## src/rtl/inv_pipe_pkg.sv

```systemverilog
// Shared constants and helpers for the inv_pipe polarity-correction pipeline.
package inv_pipe_pkg;

  localparam int MAX_STAGES = 8;
  localparam int MAX_WIDTH  = 64;

  function automatic int occ_width(input int stages);
    return $clog2(stages + 1);
  endfunction

  function automatic logic even_parity(input logic [MAX_WIDTH-1:0] word);
    return ^word;
  endfunction

endpackage

```

## src/rtl/inv_pipe_stage.sv

```systemverilog
// One valid/data slot of the inv_pipe pipeline; accepts new content whenever
// it is empty or its current content leaves in the same cycle.
module inv_pipe_stage
  import inv_pipe_pkg::*;
#(
  parameter int W = 8
) (
  input  logic         clk_i,
  input  logic         rst_ni,
  input  logic         in_valid_i,
  input  logic [W-1:0] in_data_i,
  input  logic         out_ready_i,
  output logic         in_ready_o,
  output logic         valid_o,
  output logic [W-1:0] data_o
);

  logic         valid_q, valid_d;
  logic [W-1:0] data_q, data_d;

  assign in_ready_o = !valid_q || out_ready_i;

  always_comb begin
    valid_d = valid_q;
    data_d  = data_q;
    if (in_ready_o) begin
      valid_d = in_valid_i;
      if (in_valid_i) data_d = in_data_i;
    end
  end

  always_ff @(posedge clk_i or negedge rst_ni) begin
    if (!rst_ni) begin
      valid_q <= 1'b0;
      data_q  <= '0;
    end else begin
      valid_q <= valid_d;
      data_q  <= data_d;
    end
  end

  assign valid_o = valid_q;
  assign data_o  = data_q;

endmodule

```

## src/rtl/inv_pipe.sv

```systemverilog
// Pipelined masked inverter: Z = A ^ MASK over STAGES handshaked register slots.
// Optional output parity bit Z_PAR is built when INV_PIPE_PARITY_EN is defined.
module inv_pipe
  import inv_pipe_pkg::*;
#(
  parameter int               WIDTH      = 8,
  parameter int               STAGES     = 2,
  parameter logic [WIDTH-1:0] MASK_RESET = {WIDTH{1'b1}}
) (
  input  logic                            CK,
  input  logic                            RST_N,
  input  logic [WIDTH-1:0]                A,
  input  logic                            A_VALID,
  output logic                            A_READY,
  output logic [WIDTH-1:0]                Z,
  output logic                            Z_VALID,
  input  logic                            Z_READY,
  input  logic                            MASK_LD,
  input  logic [WIDTH-1:0]                MASK_IN,
  output logic [WIDTH-1:0]                MASK,
`ifdef INV_PIPE_PARITY_EN
  output logic                            Z_PAR,
`endif
  output logic [occ_width(STAGES)-1:0]    OCC
);

  localparam int OW = occ_width(STAGES);
`ifdef INV_PIPE_PARITY_EN
  localparam int PW = 1;
`else
  localparam int PW = 0;
`endif
  localparam int SW = WIDTH + PW;

  if (WIDTH < 1 || WIDTH > MAX_WIDTH) begin : g_bad_width
    $error("inv_pipe: WIDTH out of range 1..%0d", MAX_WIDTH);
  end
  if (STAGES < 1 || STAGES > MAX_STAGES) begin : g_bad_stages
    $error("inv_pipe: STAGES out of range 1..%0d", MAX_STAGES);
  end

  logic [WIDTH-1:0] mask_q, mask_d;
  logic [OW-1:0]    occ_q, occ_d;
  logic [WIDTH-1:0] inv_word;
  logic             accept, emit;

  // vld/dat/rdy index i is the input side of stage i; index STAGES is the output
  logic             vld [STAGES+1];
  logic             rdy [STAGES+1];
  logic [SW-1:0]    dat [STAGES+1];

  assign inv_word = A ^ mask_q;

`ifdef INV_PIPE_PARITY_EN
  logic [MAX_WIDTH-1:0] par_ext;
  always_comb begin
    par_ext              = '0;
    par_ext[WIDTH-1:0]   = inv_word;
  end
  assign dat[0] = {even_parity(par_ext), inv_word};
  assign Z_PAR  = dat[STAGES][WIDTH];
`else
  assign dat[0] = inv_word;
`endif

  assign vld[0]      = A_VALID;
  assign rdy[STAGES] = Z_READY;

  for (genvar i = 0; i < STAGES; i++) begin : g_stage
    inv_pipe_stage #(
      .W(SW)
    ) u_stage (
      .clk_i       (CK),
      .rst_ni      (RST_N),
      .in_valid_i  (vld[i]),
      .in_data_i   (dat[i]),
      .out_ready_i (rdy[i+1]),
      .in_ready_o  (rdy[i]),
      .valid_o     (vld[i+1]),
      .data_o      (dat[i+1])
    );
  end

  // The ready chain runs combinationally from Z_READY back to A_READY
  assign A_READY = RST_N && rdy[0];
  assign Z       = dat[STAGES][WIDTH-1:0];
  assign Z_VALID = vld[STAGES];
  assign accept  = A_VALID && A_READY;
  assign emit    = Z_VALID && Z_READY;

  always_comb begin
    mask_d = MASK_LD ? MASK_IN : mask_q;
    occ_d  = occ_q;
    case ({accept, emit})
      2'b10:   occ_d = occ_q + OW'(1);
      2'b01:   occ_d = occ_q - OW'(1);
      default: occ_d = occ_q;
    endcase
  end

  always_ff @(posedge CK or negedge RST_N) begin
    if (!RST_N) begin
      mask_q <= MASK_RESET;
      occ_q  <= '0;
    end else begin
      mask_q <= mask_d;
      occ_q  <= occ_d;
    end
  end

  assign MASK = mask_q;
  assign OCC  = occ_q;

endmodule

```

## config.mk

```make
export PLATFORM = sky130hd
export DESIGN_NAME = inv_pipe
export DESIGN_NICKNAME = d
export VERILOG_FILES = /design/src/rtl/inv_pipe_pkg.sv /design/src/rtl/inv_pipe_stage.sv /design/src/rtl/inv_pipe.sv
export SDC_FILE = /design/constraint.sdc
export NUM_CORES = 1
export LEC_CHECK = 0
export CAP_MARGIN = 10
export CORE_ASPECT_RATIO = 0.8
export CORE_MARGIN = 1
export CORE_UTILIZATION = 45
export DETAILED_ROUTE_END_ITERATION = 10
export PLACE_DENSITY_LB_ADDON = 0.08
export SYNTH_ARGS = -nofsm -noshare
export SYNTH_HDL_FRONTEND = slang
export SYNTH_SLANG_ARGS = --single-unit
```

## constraint.sdc

```tcl
create_clock -name CK -period 1.7 [get_ports CK]
set_input_delay 0.17 -clock CK [delete_from_list [all_inputs] [get_ports CK]]
set_output_delay 0.17 -clock CK [all_outputs]
set_load 0.01 [all_outputs]
```

[Yosys cells after proc, flatten, opt, wreduce, memory -nomap -nowiden]
Cells that the tools add are included.
Word-level totals
  register bits after elaboration: 28
  latch bits: 0
  bits in writable memories: 0
  memory bits (read-only): 0
  input port bits: 21
  output and inout bits: 20
  word-level logic and storage cells: 22
  memories: 0
Operators by class
  $add $sub $neg: 2
  $mul: 0
  div/mod/pow operators: 0
  magnitude comparators: 0
  equal/unequal tests: 2
  shifts and indexed selects: 0
  multiplexer cells: 1
  bitwise operators: 1
  reductions and logical operators: 10
Operators with widths (count)
  $xor 8x8->8: 1
  $pmux 2 s2: 1
  $reduce_and 2->1: 2
  $logic_and 1x1->1: 3
  $add 2x1->2 const B: 1
  $eq 2x1->1 const B: 1
  $eq 2x2->1 const B: 1
  $logic_not 1->1: 2
  $logic_or 1x1->1: 2
  $reduce_bool 2->1: 1
  $sub 2x1->2 const B: 1

[Depth between registers and ports, before layout]
  word-level depth: 7
  depth in mapped cells: 6
  mapped depth without buffers: 6

[Hierarchy]
A second synthesis with hierarchy kept.
Unflattened totals
  cell total of the unflattened synthesis: 75
  area, all modules: 1255.0 µm²
By module, submodules not included
  inv_pipe_stage: times used 2, cells each 20, area each 385.4 µm², sequential area each 225.2 µm²
  inv_pipe: times used 1, cells each 35, area each 484.2 µm², sequential area each 260.2 µm²

[Least setup slack after synthesis]
Ideal clock, no wire load.
  kind: register to register
  start: reg g_stage[1].u_stage.valid_q
  end: reg occ_q[1], in the netlist OCC[1]
  setup time: 79 ps
  arrival: 1222 ps
  path slack: 399 ps
  cell stages (with the launch flop): 6
  period minus slack after synthesis: 1301 ps
  cells stage by stage: dfrtp_1 -> nand3b_4 -> nand3_1 -> ha_1 -> nor2_1 -> xor2_1
On the way
  word-level cells in the longest chain between the ends: 7
  elaborated cells between the ends (all ways): 10
  those cells by class: 2 x eq/ne; 1 x mux; 7 x reduce/logical
Ends and longest elaborated chain
  start, declared: RTL line inv_pipe_stage.sv:18  | logic valid_q, valid_d;
  start signal, assigned: RTL line inv_pipe_stage.sv:37  | valid_q <= valid_d;
  $logic_not 1->1: RTL line inv_pipe_stage.sv:21  | assign in_ready_o = !valid_q || out_ready_i;
  $logic_or 1x1->1 (2 in series): RTL line inv_pipe_stage.sv:21
  $logic_and 1x1->1: RTL line inv_pipe.sv:85  | assign A_READY = RST_N && rdy[0];
  $logic_and 1x1->1: RTL line inv_pipe.sv:88  | assign accept = A_VALID && A_READY;
  $eq 2x1->1 or $eq 2x2->1 (tied branches): RTL line inv_pipe.sv:94  | case ({accept, emit})
  $pmux 2 s2 or $reduce_bool 2->1 (tied branches)
  end signal, assigned: RTL line inv_pipe.sv:104  | occ_q <= '0;
  end signal, assigned: RTL line inv_pipe.sv:107  | occ_q <= occ_d;
  end, declared: RTL line inv_pipe.sv:43  | logic [OW-1:0] occ_q, occ_d;
Several ways; a longest one is shown, not always the timed one.
A chain may end at the register's enable or synchronous reset.

[Worst setup path after layout]
  start: reg mask_q[2], in the netlist MASK[2]
  end: out MASK[2]
RTL lines
  start, declared: RTL line inv_pipe.sv:42  | logic [WIDTH-1:0] mask_q, mask_d;
  start signal, assigned: RTL line inv_pipe.sv:106  | mask_q <= mask_d;
  end, declared: RTL line inv_pipe.sv:20  | output logic [WIDTH-1:0] MASK,
No word-level cell between the ends.

==> impl_metrics.toml <==
[finish]
final_area_mm2 = 0.00172
layout.cells.non_filler = 159
syn2layout_area_growth_pct = 34.7
drive_above_1_share_pct = 35.8
layout.nets = 146
n_antenna_cell = 0
num-fill-cells = 206

[detailed_routing]
drtPass1Iterations = 3
drt_wl_total_um = 2170
wl_per_cell_um = 13.7
drt.antenna.violating_nets = 0
drt_iter0_markers = 28
drc_errors = 0
via_per_inst = 4.69
vias = 745

[pwr]
p_sw_mw = 0.500
switching_share_pct = 26.8
p_leak_nw = 0.738
vdd_drop_max_uv = 649
pwr-share-comb_pct = 34.6
power.clock.fraction_pct = 14.7
p_int_mw = 1.37
seq_power_share_pct = 50.6
p_per_area_mw_per_mm2 = 1080

[floorplan]
start_util_pct = 50.0
ios = 41
core_mm2 = 0.00256
num_rows = 16
dieHeight_um = 49.7
die_w_um = 61.6
die_area_mm2 = 0.00306

[synthesis]
ys_seq_elements = 28
syn-cell-area_mm2 = 0.00128
syn_nets = 105
synth_area_per_cell_um2 = 15.4
synth_seq_area_share_pct = 55.5
synth_cell_types = 19
synthTopCellsByArea = "dfrtp_1 (39%), dfstp_2 (16%), mux2_2 (13%), mux2_4 (9.4%), xor2_1 (6.2%)"
ys_warn_count = 0
synth.top_cell.area_share_pct = 39.1
synth_top_area_cell = "dfrtp_1"
syn_inst = 83

[grt]
grt_pass1_wl_um = 3750
antenna_found_initial = 0
first_global_vias = 840
overflow = 0
grt_max_degree = 29
track_usage_pct = 17.2

[outcome]
status = "finished, final reports clean"

[critical_path]
crit_fanout = 3
path_cells = "clkdlybuf4s50_1"
slowest_delay_ns = 0.58
worstSetupEndpointType = "primary output"
worst-endpoint-required_ns = 1.53
worst_path_dominant_cell_family = "flip-flops"
cpMaxStageDelayCell = "dfstp_2"
critPathArrivalTime_ns = 1.44
criticalPathCategory = "flip-flop to primary output"
path_buf_inv = 1
startpoint_type = "flip-flop"

[placed_design]
place_area_mm2 = 0.00168
io_buffers = 40
place.gp.congestion = 0.701
hpwl_um = 1610
dp_cells = 153

[clock_tree]
cts_inserted_buffers = 3
root_buffer = "clkbuf_4"
clockBufferDepth = 2
h-tree-depth = 1
clock_latency_ns = 0.32
cts_sinks = 28
holdBufCountCts = 0
clkTransAtPathRegs_ns = 0.14
cts_tree = "yes"

[timing]
max_freq_mhz = 622
slew_violations = 0
clock_skew_ns = 0.00309
setup_viol = 0
period_needed_ns = 1.61
fin_crit_sh_pct = 94.6
finalHoldViolations = 0
worst_pin_slew_ns = 0.425
setup_tns_ns = 0
max_slew_margin_pct = 71.6
grt_setup_unrepaired = "no"

[flow_run]
cap_violations = 0

[hold_path]
hold_class = "input port to asynchronous set/reset pin"
-- worst paths after layout --
check	start	to	slack, ns	cells after the start
setup / recovery	MASK[2]	MASK[2]	0.09	1
hold / removal	RST_N	g_stage[1].u_stage.valid_o	0.28	2
setup reg to reg	g_stage[1].u_stage.valid_o	OCC[1]	0.28	5
hold reg to reg	OCC[1]	OCC[1]	0.49	1
max in group asynchronous	RST_N	MASK[7]	1.11	2
min in group CK	MASK_IN[3]	MASK[3]	0.45	2
-- registers in the layout (all words and copies together) (netlist names) --
signal / cells
MASK: 8
OCC: 2
g_stage.u_stage.data_o: 16
g_stage.u_stage.valid_o: 2
-- Yosys cell counts --
cell type / n
nor2_1: 1
and2_1: 2
buf_2: 1
or2b_1: 1
nand2_8: 1
nand3b_4: 1
nand2b_1: 1
dfstp_2: 8
nand2_4: 1
dfrtp_1: 20
nand3_1: 1
nand2b_2: 1
xnor2_1: 2
buf_4: 8
mux2_4: 8
xor2_1: 9
mux2_2: 15
mux2_1: 1
ha_1: 1
-- logic make-up (layout without fill, tap and decap cells) --
kind of cell | after synthesis | count (layout) | share of synthesized area (%)
XOR/XNOR | 11 | 11 | 7.53
adder cells (fa/ha/maj) | 1 | 1 | 0.977
buffers and inverters | 9 | 49 | 5.08
flip-flops | 28 | 28 | 55.5
multiplexers | 24 | 24 | 23.5
AND/OR/NAND/NOR | 10 | 10 | 7.43
-- repair_timing --
action	in CTS	in global routing
gates resized for setup	2	0
setup buffers	2	0
setup endpoints to repair	1	0
hold endpoints to repair	0	0
-- layer usage --
layer	track usage, %	share of wire [%]
met1	17.5	40
met2	32.4	54
met3	5.77	6.0
met4	4.44	0.37
met5	0	0
-- layout make-up --
class / count / area, um2 / share of cell area, %
multi-input combinational: 46 / 504 / 29.2
sequential: 28 / 712 / 41.3
clock buffer: 4 / 26.3 / 1.52
timing repair buffer: 45 / 437 / 25.3
tap: 36 / 45.0 / 2.61
-- per-stage QoR --
stage | power, mW | utilization (%) | worst slack [ns] | hold WS [ns]
after floorplan | 1.35 | - | 0.399 | -0.126
after global placement | 1.58 | 65.7 | 0.101 | 0.462
after detailed placement | 1.61 | 65.7 | 0.0501 | 0.466
after CTS | 1.90 | 67.3 | 0.0687 | 0.263
after global routing | 1.98 | 67.3 | 0.0270 | 0.283
final | 1.87 | 67.3 | 0.0922 | 0.279
-- power by group through the flow --
stage | logic (mW) | registers, mW | clock network [mW]
after CTS | 0.657 | 0.949 | 0.297
after global routing | 0.697 | 0.968 | 0.313
after global placement | 0.633 | 0.951 | 0
after detailed placement | 0.648 | 0.963 | 0
after floorplan | 0.388 | 0.962 | 0
final | 0.646 | 0.945 | 0.275
-- placed cells by master (no fill, tap or decap), drive strengths merged --
cell	n
nand2	2
xnor2	2
nand3b	1
dlygate4sd2	1
or2b	1
xor2	9
nand2b	2
nand3	1
nor2	1
clkbuf	4
buf	5
dfstp	8
clkdlybuf4s50	39
ha	1
dfrtp	20
mux2	24
and2	2
Note: power is estimated with default switching activity, not from simulation.
